==> config.mk <==
export PLATFORM = sky130hd
export DESIGN_NAME = flip_patch_ctrl
export DESIGN_NICKNAME = d
export VERILOG_FILES = /design/src/rtl/fp_pkg.sv /design/src/rtl/patch_table.sv /design/src/rtl/flip_patch_ctrl.sv
export SDC_FILE = /design/constraint.sdc
export NUM_CORES = 1
export LEC_CHECK = 0
export ABC_AREA = 1
export CAP_MARGIN = 20
export CORE_ASPECT_RATIO = 2
export CORE_MARGIN = 1.5
export CORE_UTILIZATION = 45
export CTS_BUF_LIST = sky130_fd_sc_hd__clkbuf_4 sky130_fd_sc_hd__clkbuf_8
export DETAILED_ROUTE_END_ITERATION = 8
export HOLD_SLACK_MARGIN = 0.05
export PLACE_DENSITY = 0.59
export SLEW_MARGIN = 10
export SYNTH_ARGS = -nofsm -noshare
export SYNTH_HDL_FRONTEND = slang
export SYNTH_SLANG_ARGS = --single-unit
==> constraint.sdc <==
create_clock -name clk -period 9 [get_ports clk]
set_clock_uncertainty 0.2 [all_clocks]
set_input_delay 1.35 -clock clk [delete_from_list [all_inputs] [get_ports clk]]
set_output_delay 1.35 -clock clk [all_outputs]
set_load 0.005 [all_outputs]
==> src/rtl/fp_pkg.sv <==
// Shared types for the flip/patch RAM controller: FSM states and access classes.
package fp_pkg;
   typedef enum logic [1:0] {IDLE, ACCESS, RESP} state_e;
   typedef enum logic [1:0] {CLEAN, FLIP, PATCH} cls_e;
   localparam int STAT_W = 32;
endpackage

==> src/rtl/patch_table.sv <==
// Spare-word store for patched addresses: tag lookup, in-place update, lowest-free allocation.
module patch_table #(
   parameter int ENTRIES = 16,
   parameter int ADDR_W  = 20,
   parameter int DATA_W  = 16
) (
   input  logic              clk,
   input  logic              rst_n,
   input  logic [ADDR_W-1:0] tag,
   input  logic              wr_en,
   input  logic [DATA_W-1:0] wr_data,
   output logic              hit,
   output logic [DATA_W-1:0] hit_data,
   output logic              full
);
   localparam int IDX_W = (ENTRIES > 1) ? $clog2(ENTRIES) : 1;

   logic [ENTRIES-1:0] valid;
   logic [ADDR_W-1:0]  tags [ENTRIES];
   logic [DATA_W-1:0]  data [ENTRIES];
   logic [IDX_W-1:0]   hit_idx;
   logic [IDX_W-1:0]   free_idx;

   always_comb begin
      hit      = 1'b0;
      hit_idx  = '0;
      free_idx = '0;
      for (int i = 0; i < ENTRIES; i++) begin
         if (valid[i] && tags[i] == tag && !hit) begin
            hit     = 1'b1;
            hit_idx = IDX_W'(i);
         end
      end
      // descending scan so the lowest free index wins
      for (int i = ENTRIES - 1; i >= 0; i--) begin
         if (!valid[i]) free_idx = IDX_W'(i);
      end
      hit_data = hit ? data[hit_idx] : '0;
      full     = &valid;
   end

   always_ff @(posedge clk or negedge rst_n) begin
      if (!rst_n) begin
         valid <= '0;
      end else if (wr_en && !hit && !full) begin
         valid[free_idx] <= 1'b1;
      end
   end

   always_ff @(posedge clk) begin
      if (wr_en) begin
         if (hit) begin
            data[hit_idx] <= wr_data;
         end else if (!full) begin
            tags[free_idx] <= tag;
            data[free_idx] <= wr_data;
         end
      end
   end
endmodule

==> src/rtl/flip_patch_ctrl.sv <==
// RAM front-end that half-swaps data for flip-class words and redirects patch-class words
// to spare storage. Define FP_STATS_EN to add saturating per-class access counters.
module flip_patch_ctrl
   import fp_pkg::*;
#(
   parameter int N_WORDS       = 1 << 20,
   parameter int DATA_W        = 16,
   parameter int ADDR_W        = $clog2(N_WORDS),
   parameter int PATCH_ENTRIES = 16
) (
   input  logic              clk,
   input  logic              rst_n,
   input  logic              req_valid,
   output logic              req_ready,
   input  logic              req_we,
   input  logic [ADDR_W-1:0] req_addr,
   input  logic [DATA_W-1:0] req_wdata,
   output logic              rsp_valid,
   output logic [DATA_W-1:0] rsp_rdata,
   output logic [ADDR_W-1:0] map_addr,
   input  logic              map_flip,
   input  logic              map_patch,
   output logic              mem_we,
   output logic [ADDR_W-1:0] mem_addr,
   output logic [DATA_W-1:0] mem_wdata,
   input  logic [DATA_W-1:0] mem_rdata,
   output logic              patch_overflow
`ifdef FP_STATS_EN
   ,
   output logic [STAT_W-1:0] stat_flip,
   output logic [STAT_W-1:0] stat_patch,
   output logic [STAT_W-1:0] stat_clean
`endif
);
   localparam int HALF = DATA_W / 2;

   state_e            state, state_nxt;
   cls_e              cls;
   logic              we_q;
   logic [ADDR_W-1:0] addr_q;
   logic [DATA_W-1:0] wdata_q;
   logic [DATA_W-1:0] rd_data;
   logic              pt_wr, pt_hit, pt_full, ovf_set;
   logic [DATA_W-1:0] pt_data;

   function automatic logic [DATA_W-1:0] flip(input logic [DATA_W-1:0] x);
      return {x[HALF-1:0], x[DATA_W-1:HALF]};
   endfunction

   always_comb begin
      cls = CLEAN;
      if (map_patch)     cls = PATCH;
      else if (map_flip) cls = FLIP;
   end

   always_comb begin
      state_nxt = state;
      req_ready = 1'b0;
      rsp_valid = 1'b0;
      map_addr  = '0;
      mem_we    = 1'b0;
      mem_addr  = '0;
      mem_wdata = '0;
      rd_data   = '0;
      pt_wr     = 1'b0;
      ovf_set   = 1'b0;
      case (state)
         IDLE: begin
            req_ready = 1'b1;
            if (req_valid) state_nxt = ACCESS;
         end
         ACCESS: begin
            map_addr  = addr_q;
            mem_addr  = addr_q;
            state_nxt = RESP;
            case (cls)
               PATCH: begin
                  if (we_q) begin
                     if (pt_hit || !pt_full) begin
                        pt_wr = 1'b1;
                     end else begin
                        // table exhausted: store unflipped in the faulty RAM as best effort
                        mem_we    = 1'b1;
                        mem_wdata = wdata_q;
                        ovf_set   = 1'b1;
                     end
                  end else begin
                     rd_data = pt_hit ? pt_data : mem_rdata;
                  end
               end
               FLIP: begin
                  mem_we    = we_q;
                  mem_wdata = flip(wdata_q);
                  rd_data   = flip(mem_rdata);
               end
               default: begin
                  mem_we    = we_q;
                  mem_wdata = wdata_q;
                  rd_data   = mem_rdata;
               end
            endcase
         end
         RESP: begin
            rsp_valid = 1'b1;
            state_nxt = IDLE;
         end
         default: state_nxt = IDLE;
      endcase
   end

   always_ff @(posedge clk or negedge rst_n) begin
      if (!rst_n) begin
         state          <= IDLE;
         we_q           <= 1'b0;
         addr_q         <= '0;
         wdata_q        <= '0;
         rsp_rdata      <= '0;
         patch_overflow <= 1'b0;
      end else begin
         state <= state_nxt;
         if (state == IDLE && req_valid) begin
            we_q    <= req_we;
            addr_q  <= req_addr;
            wdata_q <= req_wdata;
         end
         if (state == ACCESS && !we_q) rsp_rdata <= rd_data;
         if (ovf_set) patch_overflow <= 1'b1;
      end
   end

   patch_table #(
      .ENTRIES (PATCH_ENTRIES),
      .ADDR_W  (ADDR_W),
      .DATA_W  (DATA_W)
   ) u_patch_table (
      .clk      (clk),
      .rst_n    (rst_n),
      .tag      (addr_q),
      .wr_en    (pt_wr),
      .wr_data  (wdata_q),
      .hit      (pt_hit),
      .hit_data (pt_data),
      .full     (pt_full)
   );

`ifdef FP_STATS_EN
   always_ff @(posedge clk or negedge rst_n) begin
      if (!rst_n) begin
         stat_flip  <= '0;
         stat_patch <= '0;
         stat_clean <= '0;
      end else if (state == ACCESS) begin
         case (cls)
            FLIP:    if (stat_flip  != '1) stat_flip  <= stat_flip  + 1'b1;
            PATCH:   if (stat_patch != '1) stat_patch <= stat_patch + 1'b1;
            default: if (stat_clean != '1) stat_clean <= stat_clean + 1'b1;
         endcase
      end
   end
`endif
endmodule
==> summary.txt, run 1 <==
Setup TNS after final layout - 0 ps
Clock power share - 33.4%
CTS Sinks - 648
Highest clock rate - 141 MHz
Final antenna-violating net count - 0
FFs w/ async S/R, synth - 11.1%
IO Port Bufs - 133
Buf/Inv on CP - 2
Setup-failing EPs final - 0
Int Power - 0.00531 W
Die height - 368 um
Filler cells - 5938
Routed wl met3 - 7110 um
Distinct cells, synth - 54
Final min period - 7110 ps
WL met1 - 34400 um
Share of layout cells above drive strength 1 - 9.96%
Number of global-route vias before repair - 22.3k
WP depth - 18
Worst-margin pin slew - 1110 ps
Delay-heaviest family, CP - simple AND/OR/NAND/NOR gates
Most frequent cells in the layout - nand2_1 (806), edfxtp_1 (576), inv_1 (335), nand3_1 (276), nor2_1 (160)
Rows - 133
Reg area - 19100 um2
Die Area - 68300 um2
Final wirelength - 96900 um
Flop and latch count out of synthesis - 648
CTS tree - yes
WL met2 - 49600 um
CP Max Fanout - 20
Crit start category - register
Core Box Area - 65900 um2
Max clock buf depth - 3
Sw Share - 30.1%
Num CTS Buffers - 93
Power Density - 223 nW/um2
RSZ-0062 raised after global routing - no
Final instance area - 34100 um2
P&R area growth vs syn - 13.7%
Top-Level Pins - 134
First-pass GRT wire length - 142000 um
Worst-Skew Late Latency - 740 ps
Ys Warns - 0
Post-place setup slack - 2450 ps
Combinational group share of total power - 17.4%
NetSw - 0.00228 W
RD Place Congestion - 0.907
Final Hold Fails - 0
All-Layer GR Usage - 28.9%
Critical path required time - 7450 ps
Root Buffer - clkbuf_8
Hold Path Class - reg2reg
DRT Pass-1 Iters - 8
Flop pwr share - 49.2%
Worst EP arrival - 5560 ps
Worst setup EP type - primary output
Final Worst Setup Slack - 1890 ps
Final net count - 3107
Worst r2r dst - rsp_rdata[4]
Worst r2r src - addr_q[10]
HPWL after DPL - 63200 um
Synth Flop Type - edfxtp_1
Crit. Startpoint - addr_q[10]
Commonest non-fill, non-tap cell in the layout - nand2_1
Vias per cell - 5.58
Crit Path Class - reg2out
Max Transition Viols Final - 0
Number of synthesized flops with an enable pin - 576
# DRC - 0
Drt wl/cell - 24.2 um
R2R Setup Slk - 2670 ps
Slowest CP cell - dfrtp_1
Largest net degree at the start of global routing - 93
Drt initial violations - 2196
Vias - 22.3k
Status - completed
Net Count, Synth - 2965
Crit path to - mem_wdata[9]
# hold bufs at CTS - 0
Max-slew headroom - 25.1%
Initial antenna violation count - 2
Grt ovf - 0
CTS clk-pin slew, worst paths - 60 ps
Maximum VDD drop - 0.000159 V
Initial Util - 45.5%
Placed Area - 32000 um2
Mapped cell area - 30000 um2
Chip Width - 186 um
Leak Pwr - 13.7 nW
CTS resizes - 0
Period utilization - 79.0%
Crit-path max cell delay - 1000 ps
Mapped Cells - 2907
Syn avg cell area - 10.3 um2
Max_cap viols - 0
Setup bufs post-CTS - 0
Max layer used - met4
Tot Pwr - 0.00759 W
R2R depth - 23
Area occupied by multi-input gates - 8560 um2
H-Tree Depth - 3
Crit path cell chain - inv_2 -> o21ai_0 -> nor2_1 -> nand2_1 -> nor2_1 -> nand3_1 -> nand4_4 -> nor2_4 -> nand4_2 -> nor3_4 -> nand3_2 -> nor2_8 -> nand4_4 -> nand3b_4 -> o21ai_2 -> nand2_1 -> a21oi_1 -> clkdlybuf4s50_1
Sequential fraction of the synthesis area - 63.7%
-- per-stage QoR --
step / util, % / hold slack (ps) / instances
5_1_grt: 51.7 / 298 / 4002
4_1_cts: 51.6 / 262 / 3996
6_report: 51.7 / 264 / 4002
3_5_place_dp: 48.6 / 254 / 3827
3_3_place_gp: 48.5 / 244 / 3822
2_1_floorplan: - / 235 / 2907
-- power groups by stage --
stage,Sequential (W),Clock (W),Combinational [W]
after floorplan,0.00374,0,0.000676
after detailed placement,0.00380,0,0.00130
final,0.00373,0.00254,0.00132
after global routing,0.00375,0.00268,0.00141
after global placement,0.00380,0,0.00128
after CTS,0.00374,0.00256,0.00130
-- worst min-delay path by stage --
| stage | startpoint | endpoint | slack, ps | cells past startpoint |
|---|---|---|---|---|
| 2_1_floorplan | state[1] | state[1] | 230 | 1 |
| 3_3_place_gp | state[1] | state[1] | 240 | 1 |
| 3_5_place_dp | state[1] | state[1] | 250 | 1 |
| 4_1_cts | state[1] | state[1] | 260 | 1 |
| 5_1_grt | state[1] | state[1] | 300 | 1 |
| 6_report | state[1] | state[1] | 260 | 1 |
-- cell families (layout without fill, tap and decap cells) --
group / after synthesis / count (layout) / share of synthesized area (%)
other: 0 / 2 / 0
DFF: 648 / 648 / 63.7
and+or+nand+nor: 1385 / 1385 / 20.2
AOI/OAI and AO/OA: 266 / 266 / 5.58
xor gates and xnor gates: 87 / 87 / 2.54
buffers and inverters: 521 / 737 / 7.98
-- registers in the layout, summed over array words and instances (netlist names) --
register             flops
u_patch_table.tags     320
u_patch_table.data     256
addr_q                  20
rsp_rdata               16
u_patch_table.valid     16
wdata_q                 16
state                    2
patch_overflow           1
we_q                     1
-- final cells by class --
class / count / share of cell area [%]
diodes: 2 / 0.0147
clock buffers: 144 / 5.08
clock inverters: 25 / 0.793
inverters: 361 / 3.98
multi-input cells: 1738 / 25.1
flip-flops and latches: 648 / 56.1
well taps: 877 / 3.22
repair buffers: 207 / 5.73
-- per-layer routing --
metal | GRT usage, % | vias up
li1 | - | 10000
met1 | 32.8 | 10900
met2 | 50.7 | 1102
met3 | 4.99 | 258
met4 | 16.8 | 0
met5 | 0 | -
-- Yosys cell counts, drive strengths merged, types with 2 or more instances --
library cell | n | area share (%)
nor3 | 15 | 0.34
a31oi | 2 | 0.042
dfrtp | 72 | 6.0
a221oi | 31 | 0.91
edfxtp | 576 | 58
o21bai | 2 | 0.088
nor4 | 12 | 0.25
a21boi | 2 | 0.050
a211oi | 15 | 0.38
o211ai | 8 | 0.20
inv | 359 | 4.5
xnor2 | 56 | 1.6
o2111ai | 9 | 0.26
xor2 | 31 | 0.91
nand2 | 810 | 10
a22o | 4 | 0.12
clkbuf | 30 | 0.38
clkinv | 2 | 0.025
o21ai | 103 | 1.7
nand4 | 19 | 0.59
o22ai | 42 | 0.88
or2 | 12 | 0.25
a21oi | 40 | 0.67
buf | 130 | 3.1
nand3b | 51 | 1.3
nor2 | 181 | 2.4
o221ai | 2 | 0.058
nand3 | 283 | 4.8
-- worst reg2reg max path: cells and delay by family, from the launching register on --
kind / cells / cell delay, ps
buffers and inverters: 3 / 1570
AND/OR/NAND/NOR: 19 / 3350
XOR/XNOR: 1 / 150
flip-flops: 1 / 1000
Note: power is estimated with default switching activity, not from simulation.
==> run 2: changes to the inputs <==
- clock period: 9 -> 6.66 ns (I/O delays scaled with it)
==> run 2 against run 1 <==
Net effect: die area did not move; wire length increased by 0.48%; combinational power up 44%; via count is 0.13% lower; clock power grew 30%; global-route usage increased by 0.17 points; setup slack worse by 1600 ps; cell area shrank 0.15%; core utilization shrank 0.076 points; clock-buffer cell count decreased by 17.
==> summary.txt, run 2 (synthesis results as in run 1) <==
Worst setup EP type - primary output
Crit Path Class - reg2out
CTS tree - yes
Critical path required time - 5460 ps
Post-place setup slack - 1140 ps
Hold EP - state[1]
Hold Path Class - reg2reg
Largest net degree at the start of global routing - 75
Power Density - 300 nW/um2
Setup TNS after final layout - 0 ps
Number of global-route vias before repair - 22.2k
Slowest CP cell - inv_2
Worst r2r dst - u_patch_table.data[2][11]
Crit path cell chain - inv_2 -> nand2_1 -> nand2_1 -> nor2_1 -> nand2_1 -> nor2_1 -> nand3_1 -> nand2_2 -> nor2_4 -> nand4_4 -> nor2_4 -> nand4_2 -> nor3_4 -> nand3_2 -> nor2_8 -> nand4_4 -> nand3b_4 -> o21ai_2 -> nand2_1 -> a21oi_1 -> clkdlybuf4s50_1
Final Util - 51.6%
Die height - 368 um
Crit start category - register
P&R area growth vs syn - 13.5%
Grt ovf - 0
Die Area - 68300 um2
Largest registers - u_patch_table.tags (320), u_patch_table.data (256), addr_q (20)
Root Buffer - clkbuf_8
Final Hold Fails - 0
Worst r2r src - addr_q[7]
Final net count - 3115
Most frequent cells in the layout - nand2_1 (806), edfxtp_1 (576), inv_1 (335), nand3_1 (276), nor2_1 (159)
Max_cap viols - 0
Final min period - 6320 ps
Leak Pwr - 13.7 nW
CTS clk-pin slew, worst paths - 70 ps
Highest clock rate - 158 MHz
Maximum VDD drop - 0.000182 V
HPWL after DPL - 64400 um
Setup bufs post-CTS - 0
Drt initial violations - 2003
Inst Count DP - 3839
Filler cells - 6016
Period utilization - 95.0%
Worst-Skew Late Latency - 740 ps
Max Transition Viols Final - 0
Worst EP arrival - 5130 ps
Vias - 22.3k
Crit-path max cell delay - 670 ps
Chip Width - 186 um
Core Box Area - 65900 um2
All-Layer GR Usage - 29.1%
IO Port Bufs - 133
Hold Crit Start - state[1]
Setup-failing EPs final - 0
# DRC - 0
Commonest non-fill, non-tap cell in the layout - nand2_1
R2R depth - 23
Share of layout cells above drive strength 1 - 10.0%
Final antenna-violating net count - 0
CTS resizes - 0
CP Max Fanout - 30
Reg area - 19100 um2
Max-slew headroom - 30.2%
Delay-heaviest family, CP - simple AND/OR/NAND/NOR gates
Drt wl/cell - 24.3 um
R2R Setup Slk - 1240 ps
First-pass GRT wire length - 142000 um
Final non-filler cell total - 4013
Largest register FFs - 320
DRT Pass-1 Iters - 7
Final Worst Setup Slack - 335 ps
Buf/Inv on CP - 2
Initial Util - 45.5%
Crit path top cell by count - nand2_1
WHS Path Cells - 1
RSZ-0062 raised after global routing - no
Top-Level Pins - 134
RD Place Congestion - 0.938
Initial antenna violation count - 5
Vias per cell - 5.56
Max clock buf depth - 3
Status - completed
Area occupied by multi-input gates - 8560 um2
Largest Register - u_patch_table.tags
Rows - 133
H-Tree Depth - 3
Worst-margin pin slew - 1050 ps
CTS Sinks - 648
Num CTS Buffers - 91
Final wirelength - 97300 um
## run 2: area by class of cell
class,instances,share of cell area [%]
diodes,3,0.0221
clock buffers,127,4.66
clock inverters,42,0.975
inverters,361,3.99
multi-input cells,1738,25.2
flip-flops and latches,648,56.1
well taps,877,3.23
repair buffers,217,5.83
## run 2: routing by layer
| metal | track usage [%] | share of wire, % |
|---|---|---|
| met5 | 0 | 0.029 |
| met3 | 4.68 | 6.3 |
| met1 | 31.7 | 35 |
| met4 | 18.9 | 6.8 |
| met2 | 51.6 | 52 |
## run 2: worst max path at each step
stage | cells past startpoint | to | slack, ps | from
5_1_grt | 21 | mem_wdata[4] | 50 | addr_q[5]
6_report | 21 | mem_wdata[7] | 340 | addr_q[7]
2_1_floorplan | 18 | u_patch_table.data[14][0] | 2080 | addr_q[11]
4_1_cts | 21 | mem_wdata[7] | 330 | addr_q[5]
3_3_place_gp | 21 | mem_wdata[0] | 1240 | addr_q[5]
3_5_place_dp | 21 | mem_wdata[7] | 1140 | addr_q[7]
## run 2: per-stage QoR
stage	total power (W)	instance area, um2	hold WS (ps)
global route	0.0105	34000	298
global placement	0.00694	32100	267
detailed placement	0.00696	32100	276
floorplan	0.00597	30000	235
finish	0.0102	34000	280
CTS	0.0102	34000	285
## run 2: repair_timing
item / 4_1_cts / 5_1_grt
hold buffers: 1 / 0
endpoints found under the hold margin: 28 / 0
endpoints found under the setup margin: 0 / 0
## run 2: report_power, final
group	switching, W	leakage [nW]	internal, W
sequential	0.000210	6.07	0.00478
clock	0.00156	1.02	0.00174
combinational	0.00136	6.65	0.000544
total	0.00313	13.7	0.00706
